--- src/rtl/mem_stage_if.sv ---
// Data-memory port bundle between the MEM stage (master) and data memory (slave).
interface mem_stage_if #(
  parameter int DM_ADDR_W = 14
);
  logic                 dm_req;
  logic [3:0]           dm_we;
  logic [DM_ADDR_W-1:0] dm_addr;
  logic [31:0]          dm_wdata;
  logic [31:0]          dm_rdata;
  logic                 dm_ready;

  modport master (
    output dm_req, dm_we, dm_addr, dm_wdata,
    input  dm_rdata, dm_ready
  );

  modport slave (
    input  dm_req, dm_we, dm_addr, dm_wdata,
    output dm_rdata, dm_ready
  );
endinterface

--- src/rtl/mem_stage.sv ---
// RISC-V MEM stage: drives the data-memory port, shapes store lanes,
// extracts/extends load data, stalls on slow memory, holds MEM/WB register.
module mem_stage #(
  parameter int DM_ADDR_W = 14
) (
  input  logic               clk,
  input  logic               rst,
  input  logic               MEM_Memread,
  input  logic               MEM_Memwrite,
  input  logic               MEM_Memtoreg,
  input  logic               MEM_Regwrite,
  input  logic               MEM_RDsrc,
  input  logic [31:0]        MEM_pc_to_reg,
  input  logic [31:0]        MEM_alu_out,
  input  logic [31:0]        MEM_forward_rs2_data,
  input  logic [4:0]         MEM_rd_addr,
  input  logic [2:0]         MEM_funct3,
  mem_stage_if.master        dm,
  output logic               mem_stall,
  output logic [31:0]        MEM_fwd_data,
  output logic               misalign_err,
  output logic               WB_Regwrite,
  output logic [4:0]         WB_rd_addr,
  output logic [31:0]        WB_rd_data
);

  typedef enum logic {
    S_IDLE = 1'b0,
    S_WAIT = 1'b1
  } state_e;

  state_e      state_q, state_d;
  logic        wb_regwrite_q, wb_regwrite_d;
  logic [4:0]  wb_rd_addr_q, wb_rd_addr_d;
  logic [31:0] wb_rd_data_q, wb_rd_data_d;
  logic        misalign_err_q, misalign_err_d;

  logic        mem_op_s;
  logic        misalign_s;
  logic        access_s;
  logic [1:0]  byte_off_s;
  logic [31:0] src_data_s;
  logic [31:0] load_shift_s;
  logic [31:0] load_data_s;
  logic        dm_req_s;
  logic        mem_stall_s;

  // Decode access type, alignment, source data and load extraction.
  always_comb begin
    mem_op_s     = MEM_Memread | MEM_Memwrite;
    byte_off_s   = MEM_alu_out[1:0];
    misalign_s   = ((MEM_funct3[1:0] == 2'b01) && byte_off_s[0]) ||
                   ((MEM_funct3[1:0] == 2'b10) && (byte_off_s != 2'b00));
    access_s     = mem_op_s & ~misalign_s;
    src_data_s   = MEM_RDsrc ? MEM_pc_to_reg : MEM_alu_out;
    load_shift_s = dm.dm_rdata >> {byte_off_s, 3'b000};
    case (MEM_funct3)
      3'b000:  load_data_s = {{24{load_shift_s[7]}}, load_shift_s[7:0]};
      3'b001:  load_data_s = {{16{load_shift_s[15]}}, load_shift_s[15:0]};
      3'b100:  load_data_s = {24'h000000, load_shift_s[7:0]};
      3'b101:  load_data_s = {16'h0000, load_shift_s[15:0]};
      default: load_data_s = dm.dm_rdata;
    endcase
  end

  // State register: reset aborts any outstanding access.
  always_ff @(posedge clk or posedge rst) begin
    if (rst) begin
      state_q <= S_IDLE;
    end else begin
      state_q <= state_d;
    end
  end

  // Next-state: enter WAIT when memory does not answer in the request cycle.
  always_comb begin
    state_d = state_q;
    case (state_q)
      S_IDLE: begin
        if (access_s && !dm.dm_ready) state_d = S_WAIT;
        else                          state_d = S_IDLE;
      end
      S_WAIT: begin
        if (dm.dm_ready) state_d = S_IDLE;
        else             state_d = S_WAIT;
      end
      default: state_d = S_IDLE;
    endcase
  end

  // FSM outputs: request and stall; both forced low while reset is held.
  always_comb begin
    dm_req_s    = 1'b0;
    mem_stall_s = 1'b0;
    if (rst) begin
      dm_req_s    = 1'b0;
      mem_stall_s = 1'b0;
    end else begin
      case (state_q)
        S_IDLE: begin
          dm_req_s    = access_s;
          mem_stall_s = access_s & ~dm.dm_ready;
        end
        S_WAIT: begin
          dm_req_s    = 1'b1;
          mem_stall_s = ~dm.dm_ready;
        end
        default: begin
          dm_req_s    = 1'b0;
          mem_stall_s = 1'b0;
        end
      endcase
    end
  end

  // Memory port: word address, lane-replicated data, shifted byte enables.
  always_comb begin
    dm.dm_req  = dm_req_s;
    dm.dm_addr = MEM_alu_out[DM_ADDR_W+1:2];
    case (MEM_funct3)
      3'b000:  dm.dm_wdata = {4{MEM_forward_rs2_data[7:0]}};
      3'b001:  dm.dm_wdata = {2{MEM_forward_rs2_data[15:0]}};
      default: dm.dm_wdata = MEM_forward_rs2_data;
    endcase
    if (dm_req_s && MEM_Memwrite) begin
      case (MEM_funct3)
        3'b000:  dm.dm_we = 4'b0001 << byte_off_s;
        3'b001:  dm.dm_we = 4'b0011 << byte_off_s;
        default: dm.dm_we = 4'b1111;
      endcase
    end else begin
      dm.dm_we = 4'b0000;
    end
  end

  // MEM/WB next values: bubble on stall or suppressed misaligned access.
  always_comb begin
    wb_regwrite_d  = wb_regwrite_q;
    wb_rd_addr_d   = wb_rd_addr_q;
    wb_rd_data_d   = wb_rd_data_q;
    misalign_err_d = mem_op_s & misalign_s;
    if (mem_stall_s) begin
      wb_regwrite_d = 1'b0;
    end else if (mem_op_s && misalign_s) begin
      wb_regwrite_d = 1'b0;
    end else begin
      wb_regwrite_d = MEM_Regwrite;
      wb_rd_addr_d  = MEM_rd_addr;
      wb_rd_data_d  = MEM_Memtoreg ? load_data_s : src_data_s;
    end
  end

  // MEM/WB pipeline register and misalignment pulse flop.
  always_ff @(posedge clk or posedge rst) begin
    if (rst) begin
      wb_regwrite_q  <= 1'b0;
      wb_rd_addr_q   <= 5'd0;
      wb_rd_data_q   <= 32'd0;
      misalign_err_q <= 1'b0;
    end else begin
      wb_regwrite_q  <= wb_regwrite_d;
      wb_rd_addr_q   <= wb_rd_addr_d;
      wb_rd_data_q   <= wb_rd_data_d;
      misalign_err_q <= misalign_err_d;
    end
  end

  assign mem_stall    = mem_stall_s;
  assign MEM_fwd_data = src_data_s;
  assign misalign_err = misalign_err_q;
  assign WB_Regwrite  = wb_regwrite_q;
  assign WB_rd_addr   = wb_rd_addr_q;
  assign WB_rd_data   = wb_rd_data_q;

endmodule

--- src/flat_wrapper.sv ---
// flat-port wrapper written by rule: the top's interface ports become plain ports
module mem_stage_flat 
#(
  parameter int DM_ADDR_W = 14
)
  (clk, rst, MEM_Memread, MEM_Memwrite, MEM_Memtoreg, MEM_Regwrite, MEM_RDsrc, MEM_pc_to_reg, MEM_alu_out, MEM_forward_rs2_data, MEM_rd_addr, MEM_funct3, mem_stall, MEM_fwd_data, misalign_err, WB_Regwrite, WB_rd_addr, WB_rd_data, dm_dm_req, dm_dm_we, dm_dm_addr, dm_dm_wdata, dm_dm_rdata, dm_dm_ready);
  mem_stage_if #(.DM_ADDR_W(DM_ADDR_W)) dm_i ();
  input  logic clk;
  input  logic rst;
  input  logic MEM_Memread;
  input  logic MEM_Memwrite;
  input  logic MEM_Memtoreg;
  input  logic MEM_Regwrite;
  input  logic MEM_RDsrc;
  input  logic [31:0] MEM_pc_to_reg;
  input  logic [31:0] MEM_alu_out;
  input  logic [31:0] MEM_forward_rs2_data;
  input  logic [4:0] MEM_rd_addr;
  input  logic [2:0] MEM_funct3;
  output logic mem_stall;
  output logic [31:0] MEM_fwd_data;
  output logic misalign_err;
  output logic WB_Regwrite;
  output logic [4:0] WB_rd_addr;
  output logic [31:0] WB_rd_data;
  output wire logic [$bits(dm_i.dm_req)-1:0] dm_dm_req;
  output wire logic [$bits(dm_i.dm_we)-1:0] dm_dm_we;
  output wire logic [$bits(dm_i.dm_addr)-1:0] dm_dm_addr;
  output wire logic [$bits(dm_i.dm_wdata)-1:0] dm_dm_wdata;
  input wire logic [$bits(dm_i.dm_rdata)-1:0] dm_dm_rdata;
  input wire logic [$bits(dm_i.dm_ready)-1:0] dm_dm_ready;
  assign dm_dm_req = dm_i.dm_req;
  assign dm_dm_we = dm_i.dm_we;
  assign dm_dm_addr = dm_i.dm_addr;
  assign dm_dm_wdata = dm_i.dm_wdata;
  assign dm_i.dm_rdata = dm_dm_rdata;
  assign dm_i.dm_ready = dm_dm_ready;
  mem_stage #(.DM_ADDR_W(DM_ADDR_W)) u_core (.clk(clk), .rst(rst), .MEM_Memread(MEM_Memread), .MEM_Memwrite(MEM_Memwrite), .MEM_Memtoreg(MEM_Memtoreg), .MEM_Regwrite(MEM_Regwrite), .MEM_RDsrc(MEM_RDsrc), .MEM_pc_to_reg(MEM_pc_to_reg), .MEM_alu_out(MEM_alu_out), .MEM_forward_rs2_data(MEM_forward_rs2_data), .MEM_rd_addr(MEM_rd_addr), .MEM_funct3(MEM_funct3), .dm(dm_i), .mem_stall(mem_stall), .MEM_fwd_data(MEM_fwd_data), .misalign_err(misalign_err), .WB_Regwrite(WB_Regwrite), .WB_rd_addr(WB_rd_addr), .WB_rd_data(WB_rd_data));
endmodule
--- config.mk ---
export PLATFORM = sky130hd
export DESIGN_NAME = mem_stage_flat
export DESIGN_NICKNAME = d
export VERILOG_FILES = /design/src/rtl/mem_stage_if.sv /design/src/rtl/mem_stage.sv /design/src/flat_wrapper.sv
export SDC_FILE = /design/constraint.sdc
export NUM_CORES = 1
export LEC_CHECK = 0
export CAP_MARGIN = 0
export CORE_MARGIN = 5
export CORE_UTILIZATION = 31
export CTS_CLUSTER_SIZE = 25
export DETAILED_ROUTE_END_ITERATION = 8
export PLACE_DENSITY = 0.79
export SLEW_MARGIN = 10
export SYNTH_ARGS = -nofsm -noshare
export SYNTH_HDL_FRONTEND = slang
export SYNTH_SLANG_ARGS = --single-unit
export TNS_END_PERCENT = 50
--- constraint.sdc ---
create_clock -name clk -period 2.4 [get_ports clk]
set_clock_uncertainty 0.2 [all_clocks]
set_input_delay 0.48 -clock clk [delete_from_list [all_inputs] [get_ports clk]]
set_output_delay 0.48 -clock clk [all_outputs]
set_load 0.1 [all_outputs]
==> impl_metrics.py <==
metrics = {
    "run_status": {
        "status": "finished, final reports clean",
    },
    "synth": {
        "syn_avg_cell_area_um2": 8.50,
        "yosysTopAreaCell": "dfrtp_1",
        "synth_common_cells": "68 x nand2_1, 54 x mux2_2, 40 x dfrtp_1",
        "synth-seq-cells": 40,
        "yosysSeqAreaShare": 0.294,
        "synthFlopType": "dfrtp_1",
        "yosysTopAreaCellShare": 0.294,
        "syn_inst": 401,
        "ys_types": 41,
        "synthArstFlopShare": 1.00,
        "synth-edff-count": 0,
        "synth_most_common_cell": "nand2_1",
        "yosys_warnings": 0,
        "synthTopCellsByArea": "dfrtp_1 29%, mux2_2 18%, nand2_1 7.5%",
        "syn_area_um2": 3410,
        "synth.net_count": 545,
    },
    "floorplanning": {
        "num_rows": 38,
        "pin_count": 267,
        "initial_core_util": 0.316,
        "die_x_um": 115,
        "die_h_um": 115,
        "design.die.area_um2": 13200,
        "core-area_um2": 10800,
    },
    "route": {
        "drt_first_pass_iters": 5,
        "wl_per_cell_um": 19.9,
        "routed_wl_um": 16400,
        "first_iter_violations": 280,
        "num_vias": 4257,
        "via_per_inst": 5.18,
        "drc": 0,
        "antenna_left": 0,
    },
    "sta": {
        "fin_setup_tns_ns": 0,
        "max_freq_mhz": 424,
        "fin_crit_ns": 2.36,
        "slew_viol_final": 0,
        "tightest_slew_ns": 0.542,
        "rsz0062_at_grt": "yes",
        "hold_violations": 0,
        "fin_crit_sh": 0.983,
        "relSlewSlack": 0.638,
        "fin_hold_ws_ns": 0.213,
        "setup_viol": 0,
    },
    "worst_setup_path": {
        "criticalPathCategory": "in2out",
        "rr_worst_depth": 4,
        "arrival_ns": 1.68,
        "cp-start-kind": "input pin",
        "crit_fanout": 10,
        "required_ns": 1.72,
        "cp-end-kind": "primary output",
    },
    "placement": {
        "place_area_um2": 7300,
        "gp_congestion": 0.928,
        "port_buffers": 266,
        "dp_hpwl_um": 13400,
    },
    "cells_and_area": {
        "final_area_um2": 7590,
        "final_nets": 825,
        "drive_gt1_frac": 0.412,
        "multiInputGateArea_um2": 2320,
        "regArea_um2": 1000,
        "areaGrowthSynthToFinish_pct": 123,
        "antenna_cells": 0,
        "fill_cells": 793,
    },
    "global_routing": {
        "grt_pass1_vias": 4535,
        "grt.total_usage": 0.233,
        "grt_max_degree": 46,
        "overflow": 0,
        "antenna_found_initial": 0,
        "grt_pass1_wl_um": 24500,
    },
    "power": {
        "leakage_nw": 3.29,
        "power.total_mw": 4.54,
        "peakVddDrop_mv": 0.394,
        "powerDensity_nw_per_um2": 598,
    },
    "clock_network": {
        "worstSkewPairLatency_ns": 0.30,
        "cts_tree": "built",
        "cts_htree_levels": 2,
        "clock_sinks": 40,
        "root_buffer": "clkbuf_8",
        "cts.path.max_buffers": 2,
        "path_clk_slew_ns": 0.08,
        "hold_buffers": 0,
        "numCtsBuffers": 5,
    },
    "worst_hold_path": {
        "min_path_type": "in2async",
    },
    "flow_run": {
        "max_cap_viol_count": 0,
    },
}
==> registers in the layout, summed over array words and instances, names as in the netlist <==
register and flops:
u_core.state_q 1, u_core.WB_Regwrite 1, u_core.WB_rd_addr 5, u_core.misalign_err 1
u_core.WB_rd_data 32
==> layout by cell type (no fill, tap or decap), types with 5 or more instances in the layout <==
cell type,n
a21oi_1,7
a21oi_4,13
a221o_1,7
a221oi_1,7
a22oi_1,12
buf_12,91
buf_4,87
clkbuf_8,5
clkdlybuf4s50_1,135
dfrtp_1,40
mux2_2,40
mux2_4,14
mux2i_1,16
nand2_1,68
nor2_1,27
o21ai_0,23
o21ai_1,13
o22ai_1,7
o2bb2ai_1,16
==> power by group <==
| part | internal, mW | switching, mW |
|---|---|---|
| Clock | 0.203 | 0.249 |
| Sequential | 0.788 | 0.0677 |
| Combinational | 1.05 | 2.18 |
| Total | 2.04 | 2.50 |
==> critical path, stage by stage <==
cell           delay (ns)
dlygate4sd2_1        0.27
buf_12               0.15
a21oi_4              0.15
o211ai_1             0.10
buf_4                0.19
a21oi_4              0.14
buf_12               0.19
==> layer usage <==
metal | share of wire | global-route usage | up-vias | wire, µm
met5 | 0 | 0 | - | 0
met4 | 0.021 | 0.0548 | 0 | 352
met3 | 0.11 | 0.0684 | 27 | 1730
met2 | 0.52 | 0.436 | 233 | 8550
met1 | 0.35 | 0.257 | 2007 | 5760
li1 | - | - | 1990 | -
==> cell families (layout without fill, tap and decap cells) <==
logic type / count (synthesis) / in the layout / share of synthesized area
xor gates and xnor gates: 1 / 1 / 0.00257
muxes: 71 / 71 / 0.232
and+or+nand+nor: 109 / 109 / 0.128
DFF: 40 / 40 / 0.294
AOI/OAI and AO/OA: 119 / 119 / 0.240
buffers and inverters: 61 / 342 / 0.103
==> cell type report <==
type	instances	share of cell area
Inverter	7	0.00396
Multi-Input combinational cell	300	0.305
Clock buffer	5	0.00906
Tap cell	140	0.0231
Sequential cell	40	0.132
Clock inverter	3	0.00247
Timing Repair Buffer	327	0.524
==> final timing paths <==
check / from / endpoint / slack (ns)
hold reg to reg: u_core.WB_rd_data[27]$_DFFE_PP0P_ / u_core.WB_rd_data[27]$_DFFE_PP0P_ / 0.30
setup reg to reg: u_core.state_q$_DFF_PP0_ / u_core.WB_rd_data[14]$_DFFE_PP0P_ / 0.52
hold / removal: rst / u_core.state_q$_DFF_PP0_ / 0.21
min in group clk: u_core.WB_rd_data[27]$_DFFE_PP0P_ / u_core.WB_rd_data[27]$_DFFE_PP0P_ / 0.30
setup / recovery: MEM_alu_out[0] / dm_dm_we[3] / 0.04
max in group asynchronous: rst / u_core.WB_rd_data[29]$_DFFE_PP0P_ / 1.40
==> repair_timing <==
action                                  in CTS  in global routing
buffers inserted                             2                  5
pin swaps                                    0                  2
gates resized for setup                     24                 17
cloned                                       0                  3
endpoints found under the setup margin      33                 25
==> per-stage QoR <==
stage           util  worst slack [ns]  std cells
6_report       0.703            0.0400        822
5_1_grt        0.703          -0.00253        822
4_1_cts        0.691           0.00640        814
3_5_place_dp   0.676            -0.324        804
3_3_place_gp   0.676            -0.301        804
2_1_floorplan      -            -0.315        401
Note: power is estimated with default switching activity, not from simulation.
